File: src/rtl/vga_timing_pkg.sv
// Shared constants and helpers for the VGA timing generator (640x480@60 defaults).
package vga_timing_pkg;

   localparam int POS_W = 12;
   typedef logic [POS_W-1:0] pos_t;

   localparam int H_VISIBLE_DEF = 640;
   localparam int H_FPORCH_DEF  = 16;
   localparam int H_SYNC_DEF    = 96;
   localparam int H_BPORCH_DEF  = 48;

   localparam int V_VISIBLE_DEF = 480;
   localparam int V_FPORCH_DEF  = 10;
   localparam int V_SYNC_DEF    = 2;
   localparam int V_BPORCH_DEF  = 33;

   localparam int PREFETCH_DEF  = 32;

   function automatic int axis_total(input int visible, input int fporch,
                                     input int sync, input int bporch);
      return visible + fporch + sync + bporch;
   endfunction

   function automatic logic in_window(input pos_t p, input int lo, input int len);
      return (int'(p) >= lo) && (int'(p) < lo + len);
   endfunction

endpackage

File: src/rtl/vga_timing_gen_if.sv
// Pixel-enable in, timing/sync/position out; line_req present only with VGA_TIMING_LINE_REQ_EN.
interface vga_timing_gen_if;
   import vga_timing_pkg::*;

   logic pix_ena;
   logic hsync;
   logic vsync;
   logic vid_window;
   pos_t xpos;
   pos_t ypos;
   logic new_line;
   logic new_frame;
`ifdef VGA_TIMING_LINE_REQ_EN
   logic line_req;

   modport master (
      input  pix_ena,
      output hsync, vsync, vid_window, xpos, ypos, new_line, new_frame, line_req
   );
   modport slave (
      output pix_ena,
      input  hsync, vsync, vid_window, xpos, ypos, new_line, new_frame, line_req
   );
`else
   modport master (
      input  pix_ena,
      output hsync, vsync, vid_window, xpos, ypos, new_line, new_frame
   );
   modport slave (
      output pix_ena,
      input  hsync, vsync, vid_window, xpos, ypos, new_line, new_frame
   );
`endif
endinterface

File: src/rtl/vga_timing_axis.sv
// One timing axis: wrapping position counter with registered sync and look-ahead visibility.
module vga_timing_axis
   import vga_timing_pkg::*;
#(
   parameter int VISIBLE = H_VISIBLE_DEF,
   parameter int FPORCH  = H_FPORCH_DEF,
   parameter int SYNC    = H_SYNC_DEF,
   parameter int BPORCH  = H_BPORCH_DEF,
   parameter bit POL     = 1'b0
) (
   input  logic clk,
   input  logic rst,
   input  logic ena,
   output pos_t pos,
   output logic last,
   output logic vis_next,
   output logic sync
);

   localparam int   TOTAL    = axis_total(VISIBLE, FPORCH, SYNC, BPORCH);
   localparam pos_t LAST_POS = pos_t'(TOTAL - 1);

   pos_t pos_nxt;
   pos_t pos_upd;
   logic sync_nxt;

   assign last     = (pos == LAST_POS);
   assign pos_nxt  = last ? '0 : pos + pos_t'(1);
   assign sync_nxt = in_window(pos_nxt, VISIBLE + FPORCH, SYNC);

   // Visibility of whatever position this axis holds after the current clock.
   assign pos_upd  = ena ? pos_nxt : pos;
   assign vis_next = (int'(pos_upd) < VISIBLE);

   always_ff @(posedge clk or posedge rst) begin
      if (rst) begin
         pos  <= LAST_POS;
         sync <= ~POL;
      end else if (ena) begin
         pos  <= pos_nxt;
         sync <= sync_nxt ? POL : ~POL;
      end
   end

endmodule

File: src/rtl/vga_timing_gen.sv
// VGA raster timing generator driven by a pixel clock enable.
// Optional line prefetch request output enabled by macro VGA_TIMING_LINE_REQ_EN.
module vga_timing_gen
   import vga_timing_pkg::*;
#(
   parameter int H_VISIBLE = H_VISIBLE_DEF,
   parameter int H_FPORCH  = H_FPORCH_DEF,
   parameter int H_SYNC    = H_SYNC_DEF,
   parameter int H_BPORCH  = H_BPORCH_DEF,
   parameter int V_VISIBLE = V_VISIBLE_DEF,
   parameter int V_FPORCH  = V_FPORCH_DEF,
   parameter int V_SYNC    = V_SYNC_DEF,
   parameter int V_BPORCH  = V_BPORCH_DEF,
   parameter bit HS_POL    = 1'b0,
   parameter bit VS_POL    = 1'b0
`ifdef VGA_TIMING_LINE_REQ_EN
   ,
   parameter int PREFETCH  = PREFETCH_DEF
`endif
) (
   input  logic             clk,
   input  logic             reset,
   vga_timing_gen_if.master vga
);

   logic [1:0] rst_pipe;
   logic       rst_int;

   pos_t h_pos, v_pos;
   logic h_last, v_last;
   logic h_vis_next, v_vis_next;
   logic h_sync, v_sync;
   logic v_ena;

   logic vid_window_q;
   logic new_line_q;
   logic new_frame_q;

   // Assert immediately, release two clk edges after reset drops.
   always_ff @(posedge clk or posedge reset) begin
      if (reset) rst_pipe <= 2'b11;
      else       rst_pipe <= {rst_pipe[0], 1'b0};
   end
   assign rst_int = rst_pipe[1];

   assign v_ena = vga.pix_ena & h_last;

   vga_timing_axis #(
      .VISIBLE (H_VISIBLE),
      .FPORCH  (H_FPORCH),
      .SYNC    (H_SYNC),
      .BPORCH  (H_BPORCH),
      .POL     (HS_POL)
   ) u_h_axis (
      .clk      (clk),
      .rst      (rst_int),
      .ena      (vga.pix_ena),
      .pos      (h_pos),
      .last     (h_last),
      .vis_next (h_vis_next),
      .sync     (h_sync)
   );

   vga_timing_axis #(
      .VISIBLE (V_VISIBLE),
      .FPORCH  (V_FPORCH),
      .SYNC    (V_SYNC),
      .BPORCH  (V_BPORCH),
      .POL     (VS_POL)
   ) u_v_axis (
      .clk      (clk),
      .rst      (rst_int),
      .ena      (v_ena),
      .pos      (v_pos),
      .last     (v_last),
      .vis_next (v_vis_next),
      .sync     (v_sync)
   );

`ifdef VGA_TIMING_LINE_REQ_EN
   localparam int   H_TOTAL  = axis_total(H_VISIBLE, H_FPORCH, H_SYNC, H_BPORCH);
   // Position one pixel before the request point, so the pulse lands as xpos reaches it.
   localparam pos_t LREQ_PRE = pos_t'((2 * H_TOTAL - PREFETCH - 1) % H_TOTAL);

   logic line_req_q;
   logic next_line_vis;

   assign next_line_vis = v_last ? (V_VISIBLE > 0) : ((int'(v_pos) + 1) < V_VISIBLE);
`endif

   always_ff @(posedge clk or posedge rst_int) begin
      if (rst_int) begin
         vid_window_q <= 1'b0;
         new_line_q   <= 1'b0;
         new_frame_q  <= 1'b0;
`ifdef VGA_TIMING_LINE_REQ_EN
         line_req_q   <= 1'b0;
`endif
      end else begin
         new_line_q  <= vga.pix_ena & h_last;
         new_frame_q <= vga.pix_ena & h_last & v_last;
         if (vga.pix_ena) vid_window_q <= h_vis_next & v_vis_next;
`ifdef VGA_TIMING_LINE_REQ_EN
         line_req_q  <= vga.pix_ena & (h_pos == LREQ_PRE) & next_line_vis;
`endif
      end
   end

   assign vga.xpos       = h_pos;
   assign vga.ypos       = v_pos;
   assign vga.hsync      = h_sync;
   assign vga.vsync      = v_sync;
   assign vga.vid_window = vid_window_q;
   assign vga.new_line   = new_line_q;
   assign vga.new_frame  = new_frame_q;
`ifdef VGA_TIMING_LINE_REQ_EN
   assign vga.line_req   = line_req_q;
`endif

endmodule
File: src/flat_wrapper.sv
// flat-port wrapper written by rule: the top's interface ports become plain ports
module vga_timing_gen_flat import vga_timing_pkg::*;
#(
   parameter int H_VISIBLE = H_VISIBLE_DEF,
   parameter int H_FPORCH  = H_FPORCH_DEF,
   parameter int H_SYNC    = H_SYNC_DEF,
   parameter int H_BPORCH  = H_BPORCH_DEF,
   parameter int V_VISIBLE = V_VISIBLE_DEF,
   parameter int V_FPORCH  = V_FPORCH_DEF,
   parameter int V_SYNC    = V_SYNC_DEF,
   parameter int V_BPORCH  = V_BPORCH_DEF,
   parameter bit HS_POL    = 1'b0,
   parameter bit VS_POL    = 1'b0

)
  (clk, reset, vga_pix_ena, vga_hsync, vga_vsync, vga_vid_window, vga_xpos, vga_ypos, vga_new_line, vga_new_frame);
  vga_timing_gen_if vga_i ();
  input  logic clk;
  input  logic reset;
  input wire logic [$bits(vga_i.pix_ena)-1:0] vga_pix_ena;
  output wire logic [$bits(vga_i.hsync)-1:0] vga_hsync;
  output wire logic [$bits(vga_i.vsync)-1:0] vga_vsync;
  output wire logic [$bits(vga_i.vid_window)-1:0] vga_vid_window;
  output wire logic [$bits(vga_i.xpos)-1:0] vga_xpos;
  output wire logic [$bits(vga_i.ypos)-1:0] vga_ypos;
  output wire logic [$bits(vga_i.new_line)-1:0] vga_new_line;
  output wire logic [$bits(vga_i.new_frame)-1:0] vga_new_frame;
  assign vga_i.pix_ena = vga_pix_ena;
  assign vga_hsync = vga_i.hsync;
  assign vga_vsync = vga_i.vsync;
  assign vga_vid_window = vga_i.vid_window;
  assign vga_xpos = vga_i.xpos;
  assign vga_ypos = vga_i.ypos;
  assign vga_new_line = vga_i.new_line;
  assign vga_new_frame = vga_i.new_frame;
  vga_timing_gen #(.H_VISIBLE(H_VISIBLE), .H_FPORCH(H_FPORCH), .H_SYNC(H_SYNC), .H_BPORCH(H_BPORCH), .V_VISIBLE(V_VISIBLE), .V_FPORCH(V_FPORCH), .V_SYNC(V_SYNC), .V_BPORCH(V_BPORCH), .HS_POL(HS_POL), .VS_POL(VS_POL)) u_core (.clk(clk), .reset(reset), .vga(vga_i));
endmodule
File: config.mk
export PLATFORM = sky130hd
export DESIGN_NAME = vga_timing_gen_flat
export DESIGN_NICKNAME = d
export VERILOG_FILES = /design/src/rtl/vga_timing_pkg.sv /design/src/rtl/vga_timing_gen_if.sv /design/src/rtl/vga_timing_axis.sv /design/src/rtl/vga_timing_gen.sv /design/src/flat_wrapper.sv
export SDC_FILE = /design/constraint.sdc
export NUM_CORES = 1
export LEC_CHECK = 0
export CAP_MARGIN = 20
export CORE_AREA = 5 5 93 95
export CTS_CLUSTER_SIZE = 12
export DETAILED_ROUTE_END_ITERATION = 8
export DIE_AREA = 0 0 98 100
export PLACE_DENSITY_LB_ADDON = 0.3
export SLEW_MARGIN = 20
export SYNTH_ARGS = -nofsm -noshare
export SYNTH_HDL_FRONTEND = slang
export SYNTH_SLANG_ARGS = --single-unit
File: constraint.sdc
create_clock -name clk -period 1.4 [get_ports clk]
set_clock_uncertainty 0.1 [all_clocks]
set_input_delay 0.14 -clock clk [delete_from_list [all_inputs] [get_ports clk]]
set_output_delay 0.14 -clock clk [all_outputs]
set_load 0.03 [all_outputs]
* Word-level counts from Yosys, hierarchy flattened
Index checks and enable logic that the tools add are counted.
** Word-level totals
- Output and inout bits :: 29
- Bits in latches :: 0
- Memories :: 0
- Input bits :: 3
- Bits in read-only memories :: 0
- Word-level logic and storage cells :: 29
- Flip-flop bits (word level) :: 31
- Memory bits (writable) :: 0
** Cells by class
- Bitwise operators :: 3
- Magnitude comparators :: 6
- Multiply operators :: 0
- Reduce and logical (&&, ||, !) cells :: 2
- $add $sub $neg :: 2
- Shift-type cells :: 0
- Muxes and demuxes :: 6
- Div/mod/pow operators :: 0
- Eq/ne operators :: 2
** Operator list (count)
- two-way mux 12 bit :: 4
- adder 12 x 1 -> 12 bit (second input constant) :: 2
- equality test 12 x 10 -> 1 bit (second input constant) :: 2
- less-than comparator 12 x 10 -> 1 bit (second input constant) :: 2
- less-than comparator 12 x 9 -> 1 bit (second input constant) :: 2
- >= comparator 12 x 10 -> 1 bit (second input constant) :: 1
- >= comparator 12 x 9 -> 1 bit (second input constant) :: 1
- AND 1 bit :: 3
- logical AND 1 bit :: 2
- two-way mux 1 bit :: 2

* Longest topological paths before layout
Gate-level depths: netlist of the first run.
- Depth after elaboration :: 5
- Depth in mapped cells :: 10
- Gate-level depth less buffers :: 8

* Cells and area by module
Synthesis of the first run repeated with hierarchy kept, for this count alone.
** Second synthesis, totals
- Cell total of the unflattened synthesis :: 214
- Area total of the unflattened synthesis :: 1973.1 sq um
** By module, submodules not included
- vga_timing_axis at u_core.u_h_axis :: seq. area each 335.3 sq um, cells each 96, area an instance 903.4 sq um, times used 1
- vga_timing_axis at u_core.u_v_axis :: seq. area each 330.3 sq um, cells each 105, area an instance 903.4 sq um, times used 1
- vga_timing_gen :: seq. area each 127.6 sq um, cells each 13, area an instance 166.4 sq um, times used 1

* Worst setup path before layout of the first run
Ideal clock, no wire load.
- Path type :: register to register
- Start point :: register u_core.u_h_axis.pos[0]
- End point :: register u_core.vid_window_q (netlist: u_core.vga.vid_window)
- Required time :: 1.197 ns
- Buffers on the path :: 2
- Setup time :: 0.103 ns
- Stages on the path, launching flop included :: 11
- Clock period less this slack :: 2.701 ns
- Path slack :: -1.301 ns
- Arrival :: 2.498 ns
- Cell sequence :: dfstp_2 -> ha_1 -> nand4_2 -> or4_1 -> buf_2 -> clkinv_4 -> buf_12 -> a41oi_4 -> a31oi_1 -> o211ai_1 -> o41ai_2
** Between the ends
- Longest elaborated chain between the ends :: 5
- Elaborated cells between the ends (all ways) :: 9
- Classes of those cells :: add/sub (1); order compare (2); eq/ne (1); mux (3); bitwise (2)
** RTL lines
- start, declared :: RTL line vga_timing_axis.sv:14 : output pos_t pos,
- start signal, assigned :: RTL line vga_timing_axis.sv:40 : pos <= pos_nxt;
- equality test 12 x 10 -> 1 bit :: RTL line vga_timing_axis.sv:27 : assign last = (pos == LAST_POS);
- AND 1 bit :: RTL line vga_timing_gen.sv:46 : assign v_ena = vga.pix_ena & h_last;
- via u_core.u_v_axis.ena :: RTL line vga_timing_axis.sv:13 : input logic ena,
- two-way mux 12 bit
- less-than comparator 12 x 9 -> 1 bit :: RTL line vga_timing_axis.sv:33 : assign vis_next = (int'(pos_upd) < VISIBLE);
- AND 1 bit :: RTL line vga_timing_gen.sv:102 : if (vga.pix_ena) vid_window_q <= h_vis_next & v_vis_next;
- end signal, assigned :: RTL line vga_timing_gen.sv:102
- end, declared :: RTL line vga_timing_gen.sv:35 : logic vid_window_q;
The timed path passes the listed nets, and every way through them passes these cells.
A chain may end at the register's enable or synchronous reset.

* Worst setup path in the final report of the first run
- Start point :: register u_core.u_h_axis.pos[7]
- End point :: register u_core.vid_window_q (netlist: u_core.vga.vid_window)
** Between the ends
- Longest elaborated chain between the ends :: 5
- Elaborated cells between the ends (all ways) :: 9
- Classes of those cells :: add/sub (1); order compare (2); eq/ne (1); mux (3); bitwise (2)
** RTL lines
- equality test 12 x 10 -> 1 bit :: RTL line vga_timing_axis.sv:27
- AND 1 bit :: RTL line vga_timing_gen.sv:46
- two-way mux 12 bit
- via u_core.u_v_axis.pos_upd[7] :: RTL line vga_timing_axis.sv:24 : pos_t pos_upd;
- less-than comparator 12 x 9 -> 1 bit :: RTL line vga_timing_axis.sv:33
- AND 1 bit :: RTL line vga_timing_gen.sv:102
The timed path passes the listed nets, and every way through them passes these cells.

==> run metrics, run 1 <==
worst-path fanout max 3; Final GP Congestion 0.8213; CTS clk-pin slew, worst paths 0.07 ns; first-pass GRT wire length 9770 um; Avg Cell Area, Syn 9.180 um^2; number of H-tree levels 2; Max clock buf depth 2; post-synthesis sequential area ratio 0.4215; # setup viols final 27; die width 98 um; Port Buf Inserts 31; design area 3267 um^2; FP Rows 32; vias in the first global route 2020; Crit. End Element register; critical path class register to register; crit path DAT 2.34 ns; VDD IR max 0.001182 V; Synth area leaders dfrtp_1, dfstp_2, xnor2_1, o21ai_0, nand2_1; CTS Buf Count 5; Yosys warnings 0; dpl cell area 2779 um^2; number of top-level pins 32; Post-Synthesis Cells 205; mapped cell area 1882 um^2; LEAKAGE 0.001485 uW; Final period util 1.612; DP Wirelength 4226 um; synthesized net count 212; cell taking the most area after synthesis dfrtp_1; Sink Count 31; placed cells 391; drt total wl 5730 um; Synth top area share 0.2261; fin cells 408; total congestion overflow 0; reported max-cap violation count 0; Clk Latency, worst-skew pair 0.28 ns; Final Hold Viols 0; RSZ-0062 raised after global routing true; library cells used by synthesis 48; outcome finished, violations left; Worst Setup Start Kind register; FF+latch count, synth 31; drt drc 0; Post-synth ARST share 1.000; Initial Utilization 0.2461; failing checks negative setup slack; Post-synth EDFFs 0; ANT nets after route 0; drt first pass iters 4; Fmax 443.0 MHz; Via Count 1920; crit path time final 2.257 ns; vias per cell 4.706; Layout area overhead 73.60%; Clock Tree Root clkbuf_8; GRT Overall Usage 0.1224; initial antenna violation count 0; TritonCTS clock tree built; most frequent cell after synthesis o21ai_0; Die ar. 9800 um^2; pin count of the biggest net entering global routing 30; Pwr Density 1109 nW/um^2; # diodes 0; share of post-route cells with drive strength above 1 0.5523; die height 100 um; WL/cell 14.04 um; ys flop type dfrtp_1; fin. max-slew vios 0; most frequent cells after synthesis o21ai_0, nand2_1, dfrtp_1, dfstp_2; Core Footprint 7647 um^2; starting DRC count in detailed routing 36; Required @ worst endpoint 1.48 ns; nets@finish 312; HP Class primary input to asynchronous set/reset pin; slack of the critical path -0.8575 ns
## per-layer routing
metal / track usage / wire length (um)
met3: 0.02780 / 266
met5: 0 / 0
met1: 0.1479 / 2499
met4: 0.03088 / 70
met2: 0.2199 / 2893
## flip-flops by register name, summed over array words and instances (netlist names)
register               cells
u_core.u_h_axis.sync       1
u_core.vga.vid_window      1
u_core.rst_pipe            2
u_core.vga.new_line        1
u_core.u_v_axis.pos       12
u_core.u_v_axis.sync       1
u_core.vga.new_frame       1
u_core.u_h_axis.pos       12
## critical path, stage by stage (launching register included)
cell	delay, ns
dfrtp_2	0.40
or3_4	0.38
or4_4	0.56
clkinv_4	0.10
nand3_4	0.06
xnor2_2	0.14
and4_1	0.16
o41ai_2	0.25
## layout make-up
| class | count | area, um^2 |
|---|---|---|
| clock buffers | 6 | 82.58 |
| flip-flops and latches | 31 | 798.3 |
| fillers | 746 | 4380 |
| repair buffers | 110 | 997.2 |
| clock inverters | 2 | 35.03 |
| multi-input cells | 148 | 1187 |
| inverters | 9 | 38.79 |
| well taps | 102 | 127.6 |
## what timing repair did
action / CTS / global route
pin swaps: 18 / 13
resized for setup: 66 / 26
cloned: 0 / 0
endpoints found under the hold margin: 0 / 0
buffers inserted: 10 / 4
hold buffers: 0 / 0
endpoints found under the setup margin: 34 / 38
## through the flow
stage	util	hold WS [ns]	total power [uW]	worst slack, ns	TNS [ns]
after floorplan	-	-0.04850	1841	-1.026	-13.92
after global placement	0.3634	0.2379	2376	-0.8390	-12.61
after detailed placement	0.3634	0.2407	2394	-0.8798	-13.03
after CTS	0.4161	0.08713	3469	-0.8665	-13.77
after global routing	0.4272	0.1061	3839	-0.9377	-14.82
final	0.4272	0.08542	3624	-0.8575	-13.17
## logic make-up (layout without fill, tap and decap cells)
logic type                 count (synthesis)  in the layout  synth area share
buffers and inverters                     26            127           0.06582
DFF                                       31             31            0.4215
and+or+nand+nor                           82             82            0.2427
muxes                                      2              2           0.01197
xor gates and xnor gates                  14             14           0.06516
adders and majority gates                  4              4           0.02660
AOI/OAI and AO/OA                         45             45            0.1642
other                                      1              1          0.001993
## final timing paths
check,slack [ns],end,from,depth (start not counted)
worst min-delay path,0.09,u_core.rst_pipe[1]$_DFF_PP1_,reset,2
min in group clk,0.25,u_core.rst_pipe[1]$_DFF_PP1_,u_core.rst_pipe[0]$_DFF_PP1_,0
max in group asynchronous,0.63,u_core.u_h_axis.pos[9]$_DFF_PP1_,u_core.rst_pipe[1]$_DFF_PP1_,2
worst min register to register,0.23,u_core.vga.new_frame$_DFF_PP0_,u_core.rst_pipe[1]$_DFF_PP1_,2
worst max register to register,-0.86,u_core.vga.vid_window$_DFFE_PP0P_,u_core.u_h_axis.pos[7]$_DFF_PP0_,7
worst max-delay path,-0.86,u_core.vga.vid_window$_DFFE_PP0P_,u_core.u_h_axis.pos[7]$_DFF_PP0_,7
## power by group
part	switching, uW	internal [uW]	total (uW)	leakage, uW
clock network	343	576	919	0.0000612
registers	102	1070	1170	0.000368
logic	792	743	1540	0.00106
total	1240	2390	3620	0.00149
## cell usage in the layout, fill, tap and decap left out, drive strengths merged, types with 3 or more instances in the layout
cell,instances
buf,102
o21ai,19
nand2,18
dfrtp,17
dfstp,14
nand3,12
xnor2,11
nor2,10
inv,8
and3,8
nand4,7
clkbuf,7
a21oi,5
a31oi,5
nor3,5
o31ai,4
ha,4
and2,3
dlygate4sd2,3
or3,3
xor2,3
(Power assumes the default switching activity.)
==> run 2, diff against run 1 <==
--- a/config.mk
+++ b/config.mk
@@ -6,12 +6,11 @@
 export NUM_CORES = 1
 export LEC_CHECK = 0
 export CAP_MARGIN = 20
-export CORE_AREA = 5 5 93 95
+export CORE_AREA = 5 5 104 86
 export CTS_CLUSTER_SIZE = 12
 export DETAILED_ROUTE_END_ITERATION = 8
-export DIE_AREA = 0 0 98 100
+export DIE_AREA = 0 0 109 91
 export PLACE_DENSITY_LB_ADDON = 0.3
-export SLEW_MARGIN = 20
 export SYNTH_ARGS = -nofsm -noshare
 export SYNTH_HDL_FRONTEND = slang
 export SYNTH_SLANG_ARGS = --single-unit
==> run 2 against run 1 <==
- the run still ends with negative setup slack left
- combinational power grew 8%
- non-clock buffer count increased by 11
- fmax fell by 3.7%
- largest power group unchanged
- critical path depth unchanged
- sequential share of layout area fell by 0.39 points
==> run metrics, run 2 (same netlist as run 1, synthesis figures left out) <==
# setup viols final 29 (was 27); Core Footprint 7801 um^2 (was 7647 um^2); LEAKAGE 0.001550 uW (was 0.001485 uW); slack of the critical path -0.9447 ns (was -0.8575 ns); Clk Latency, worst-skew pair 0.28 ns (about the same); Initial Utilization 0.2412 (was 0.2461); crit path DAT 2.41 ns (was 2.34 ns); vias per cell 4.666 (was 4.706); drt total wl 6186 um (was 5730 um); pre-CTS setup slack -0.9275 ns (was -0.8798 ns); Port Buf Inserts 31 (unchanged); total congestion overflow 0 (unchanged); Fmax 426.5 MHz (was 443.0 MHz); first-pass GRT wire length 10010 um (was 9770 um); share of post-route cells with drive strength above 1 0.5741 (was 0.5523); worst-path fanout max 4 (was 3); Regs by FF count u_core.u_h_axis.pos (12), u_core.u_v_axis.pos (12), u_core.rst_pipe (2) (unchanged); die width 109 um (was 98 um); Max clock buf depth 2 (unchanged); placed cells 396 (was 391); vias in the first global route 1934 (was 2020); initial antenna violation count 0 (unchanged); fin. max-slew vios 0 (unchanged); Final GP Congestion 0.8410 (was 0.8213); Clock Tree Root clkbuf_8 (unchanged); Final Total Pwr 3718 uW (was 3624 uW); pin count of the biggest net entering global routing 20 (was 30); Worst Setup Start Kind register (unchanged); Crit. End Element register (unchanged); GRT Overall Usage 0.1261 (was 0.1224); Required @ worst endpoint 1.47 ns (was 1.48 ns); failing checks negative setup slack (unchanged); WL/cell 14.56 um (was 14.04 um); worst hold slack 0.07540 ns (was 0.08542 ns); Layout area overhead 76.40% (was 73.60%); Post-CTS Hold Buffers 0 (unchanged); RSZ-0062 raised after global routing true (unchanged); commonest non-fill, non-tap cells in the layout buf_4, buf_6, nand2_1, dfstp_2, dfrtp_1 (was buf_4, buf_6, dfstp_2); Sink Count 31 (unchanged); number of top-level pins 32 (unchanged); Final period util 1.675 (was 1.612); reported max-cap violation count 0 (unchanged); most common cell after layout, fill and taps aside buf_4 (unchanged); number of H-tree levels 2 (unchanged); drt drc 0 (unchanged); Die ar. 9919 um^2 (was 9800 um^2); nets@finish 323 (was 312); CTS clk-pin slew, worst paths 0.07 ns (about the same); Pwr Density 1120 nW/um^2 (was 1109 nW/um^2); HP Class primary input to asynchronous set/reset pin (unchanged); # diodes 0 (unchanged); worst reg2reg path depth 7 (unchanged); CTS Buf Count 5 (unchanged); outcome finished, violations left (unchanged); DP Wirelength 4430 um (was 4226 um); starting DRC count in detailed routing 126 (was 36); crit path time final 2.345 ns (was 2.257 ns); Via Count 1983 (was 1920); fin cells 425 (was 408); Final Hold Viols 0 (unchanged); VDD IR max 0.0009878 V (was 0.001182 V); ANT nets after route 0 (unchanged); die height 91 um (was 100 um); TritonCTS clock tree built (unchanged); critical path class register to register (unchanged); FP Rows 29 (was 32); drt first pass iters 4 (unchanged)
==> run 2: layout make-up <==
cell class                 instances  area, um^2
fill                             769        4482
multi-input combinational        148        1232
timing repair buffer             121        1008
sequential                        31       798.3
tap                              108       135.1
clock buffer                       7       76.32
inverter                           9       38.79
clock inverter                     1       30.03
==> run 2: power breakdown <==
part / internal, uW / total [uW] / switching, uW
clock network: 532 / 875 / 342
logic: 820 / 1660 / 843
registers: 1070 / 1180 / 113
==> run 2: routing by layer <==
layer / vias up / GRT usage / wire length (um)
met3: 9 / 0.02979 / 326
met4: 0 / 0.03049 / 69
met5: - / 0 / 0
li1: 956 / - / -
met2: 44 / 0.1856 / 2831
met1: 974 / 0.1852 / 2958
==> run 2: path summary, 6_finish.rpt <==
check | startpoint | endpoint | slack, ns
min in group clk | u_core.rst_pipe[0]$_DFF_PP1_ | u_core.rst_pipe[1]$_DFF_PP1_ | 0.26
setup / recovery | u_core.u_h_axis.pos[11]$_DFF_PP0_ | u_core.vga.vid_window$_DFFE_PP0P_ | -0.94
max in group asynchronous | u_core.rst_pipe[1]$_DFF_PP1_ | u_core.u_h_axis.pos[8]$_DFF_PP1_ | 0.72
hold reg to reg | u_core.rst_pipe[1]$_DFF_PP1_ | u_core.u_v_axis.pos[10]$_DFF_PP0_ | 0.15
setup reg to reg | u_core.u_h_axis.pos[11]$_DFF_PP0_ | u_core.vga.vid_window$_DFFE_PP0P_ | -0.94
hold / removal | reset | u_core.rst_pipe[1]$_DFF_PP1_ | 0.08
==> run 2: critical path, cell delays in order (launching register included) <==
cell and delay, ns:
dfrtp_2 0.40, or3_4 0.39, or4_4 0.57, clkinv_4 0.10
nand3_4 0.07, xnor2_2 0.15, and4_1 0.18, o41ai_2 0.28
==> run 2: stage by stage <==
stage	utilization	instance area [um^2]	setup TNS [ns]
2_1_floorplan	-	1961	-13.92
3_3_place_gp	0.3524	2749	-12.64
3_5_place_dp	0.3524	2749	-13.09
4_1_cts	0.4061	3168	-13.57
5_1_grt	0.4255	3319	-17.41
6_report	0.4255	3319	-15.41
==> run 2: repair_timing <==
item                       CTS  global route
pin swaps                   19             9
setup buffers               14            15
setup endpoints to repair   31            35
resized for setup           61            25
==> run 3, diff against run 2 <==
--- a/config.mk
+++ b/config.mk
@@ -10,6 +10,7 @@
 export CTS_CLUSTER_SIZE = 12
 export DETAILED_ROUTE_END_ITERATION = 8
 export DIE_AREA = 0 0 109 91
+export GPL_TIMING_DRIVEN = 0
 export PLACE_DENSITY_LB_ADDON = 0.3
 export SYNTH_ARGS = -nofsm -noshare
 export SYNTH_HDL_FRONTEND = slang
==> run 3 against run 2 <==
- the run still ends with negative setup slack left
- register-to-register slack got worse by 0.07 ns
- design area is 8.0% lower
- core utilization is 3.4 points lower
- die area unchanged
- non-clock buffer count decreased by 38
- critical path depth increased by 1
- first-iteration DRC count increased by 10%
- sequential share of layout area increased by 2.1 points
- via count down 7.1%
- critical endpoint unchanged
==> run metrics, run 3 (same netlist as run 1, synthesis figures left out) <==
Fmax 414.0 MHz (was 426.5 MHz); first-pass GRT wire length 9308 um (was 10010 um); most common cell after layout, fill and taps aside buf_4 (unchanged); Via Count 1843 (was 1983); Required @ worst endpoint 1.47 ns (about the same); Regs by FF count u_core.u_h_axis.pos (12), u_core.u_v_axis.pos (12), u_core.rst_pipe (2) (unchanged); total congestion overflow 0 (unchanged); R2R Setup Slk -1.02 ns (was -0.94 ns); initial antenna violation count 0 (unchanged); fin cells 387 (was 425); switching fraction of total power 0.3626 (was 0.3492); Clock Tree Root clkbuf_8 (unchanged); slack of the critical path -1.015 ns (was -0.9447 ns); Post-CTS Hold Buffers 0 (unchanged); fin. max-slew vios 0 (unchanged); Max clock buf depth 2 (unchanged); nets@finish 285 (was 323); Sink Count 31 (unchanged); ANT nets after route 0 (unchanged); CTS Buf Count 5 (unchanged); vias in the first global route 1823 (was 1934); # diodes 0 (unchanged); Fillers 779 (was 769); crit path time final 2.415 ns (was 2.345 ns); CTS clk-pin slew, worst paths 0.06 ns (was 0.07 ns); RSZ-0062 raised after global routing true (unchanged); Final period util 1.725 (was 1.675); drt first pass iters 4 (unchanged); TritonCTS clock tree built (unchanged); Clk Latency, worst-skew pair 0.28 ns (about the same); Layout area overhead 62.30% (was 76.40%); WL/cell 14.90 um (was 14.56 um); worst reg2reg path depth 8 (was 7); failing checks negative setup slack (unchanged); FP Rows 29 (unchanged); starting DRC count in detailed routing 139 (was 126); design internal power 2158 uW (was 2420 uW); WP buf/inv 1 (unchanged); worst r2r src u_core.u_h_axis.pos[0]$_DFFE_PP1P_ (was u_core.u_h_axis.pos[11]$_DFF_PP0_); Final GP Congestion 0.8270 (was 0.8410); Worst path max stage delay 0.56 ns (was 0.57 ns); outcome finished, violations left (unchanged); combinational share of power 0.435 (was 0.447); worst-path fanout max 4 (unchanged); HP Class primary input to asynchronous set/reset pin (unchanged); number of top-level pins 32 (unchanged); share of post-route cells with drive strength above 1 0.4910 (was 0.5741); Clk network pwr share 0.202 (was 0.235); number of H-tree levels 2 (unchanged); DP Wirelength 3637 um (was 4430 um); Die ar. 9919 um^2 (unchanged); Worst Setup Start Kind register (unchanged); cells along the critical path ha_4, nand4_4, or4_4, buf_6, nor2_4, nand3_2, xnor2_2, o41ai_4 (was or3_4, or4_4, clkinv_4, nand3_4, xnor2_2, and4_1, o41ai_2); drt total wl 5768 um (was 6186 um); drt drc 0 (unchanged); Crit. End Element register (unchanged); LEAKAGE 0.001295 uW (was 0.001550 uW); crit-path leading delay family simple AND/OR/NAND/NOR gates (unchanged); commonest non-fill, non-tap cells in the layout buf_4, buf_6, nand2_1, dfstp_2, dfrtp_1 (unchanged); Final Hold Viols 0 (unchanged); placed cells 345 (was 396); GRT Overall Usage 0.1163 (was 0.1261); multi-input combinational cell area 1256 um^2 (was 1232 um^2); die width 109 um (unchanged); register area 799.5 um^2 (was 798.3 um^2); # setup viols final 26 (was 29); Pwr Density 1109 nW/um^2 (was 1120 nW/um^2); worst reg2reg path endpoint u_core.vga.vid_window$_DFFE_PP0P_ (unchanged); Port Buf Inserts 31 (unchanged); critical path class register to register (unchanged); Initial Utilization 0.2412 (unchanged); vias per cell 4.762 (was 4.666); Core Footprint 7801 um^2 (unchanged); die height 91 um (unchanged); slowest cell on the critical path dfstp_2 (was or4_4); crit path DAT 2.49 ns (was 2.41 ns); VDD IR max 0.0007182 V (was 0.0009878 V); pre-CTS setup slack -1.233 ns (was -0.9275 ns); pin count of the biggest net entering global routing 23 (was 20); Seq pwr share 0.363 (was 0.317); reported max-cap violation count 0 (unchanged); switching power total 1228 uW (was 1298 uW)
## run 3: changes by cell type in the layout (fill, tap and decap cells not counted), moves of 3 or more
cell / delta
clkdlybuf4s15_2: +6
o21ai_1: -5
dlygate4sd2_1: +5
buf_4: -63
clkbuf_2: +5
clkbuf_4: +4
buf_6: -10
clkbuf_1: +5
buf_2: +3
o21ai_2: +6
buf_8: +3
## run 3: timing repair
item / in CTS / in global routing
setup buffers: 26 / 15
pin swaps: 18 / 17
resized for setup: 117 / 56
setup endpoints to repair: 55 / 40
## run 3: area by class of cell
class | count | area share
clock buffer | 8 | 0.02622
multi-input combinational | 148 | 0.4113
timing repair buffer | 69 | 0.2065
sequential | 31 | 0.2618
tap | 108 | 0.04424
inverter | 9 | 0.01270
buffer | 14 | 0.03728
## run 3: metal layers
layer,routed length [um],GRT usage,vias to the layer above
met2,2611,0.1667,49
met3,365,0.02979,11
met4,82,0.03680,0
met5,0,0,-
met1,2708,0.1697,897
li1,-,-,886
## run 3: worst max path at each step
stage                     cells past startpoint                                from                                 to  slack, ns
after floorplan                               9  u_core.u_h_axis.pos[0]$_DFFE_PP1P_  u_core.vga.vid_window$_DFFE_PP0P_      -1.03
after global placement                        7  u_core.u_h_axis.pos[0]$_DFFE_PP1P_  u_core.vga.vid_window$_DFFE_PP0P_      -1.23
after detailed placement                      7  u_core.u_h_axis.pos[0]$_DFFE_PP1P_  u_core.vga.vid_window$_DFFE_PP0P_      -1.23
after CTS                                     9    u_core.u_h_axis.pos[8]$_DFF_PP1_  u_core.vga.vid_window$_DFFE_PP0P_      -1.00
after global routing                          8  u_core.u_h_axis.pos[0]$_DFFE_PP1P_  u_core.vga.vid_window$_DFFE_PP0P_      -1.10
final                                         8  u_core.u_h_axis.pos[0]$_DFFE_PP1P_  u_core.vga.vid_window$_DFFE_PP0P_      -1.02
## run 3: metrics by stage
| step | hold slack (ns) | cell area (um^2) | util | total power, uW | TNS, ns |
|---|---|---|---|---|---|
| final | 0.08686 | 3054 | 0.3915 | 3386 | -14.36 |
| after global routing | 0.08803 | 3054 | 0.3915 | 3585 | -16.02 |
| after CTS | 0.07931 | 2870 | 0.3679 | 3051 | -15.45 |
| after detailed placement | 0.1324 | 2434 | 0.3119 | 2179 | -17.84 |
| after global placement | 0.2476 | 2406 | 0.3084 | 2153 | -18.74 |
| after floorplan | -0.04850 | 1961 | - | 1841 | -13.92 |
## run 3: power by group through the flow
stage          Clock [uW]  Combinational (uW)  Sequential, uW
5_1_grt               757                1580            1250
4_1_cts               714                1080            1250
6_report              683                1470            1230
3_5_place_dp            0                 896            1280
3_3_place_gp            0                 872            1280
2_1_floorplan           0                 378            1460
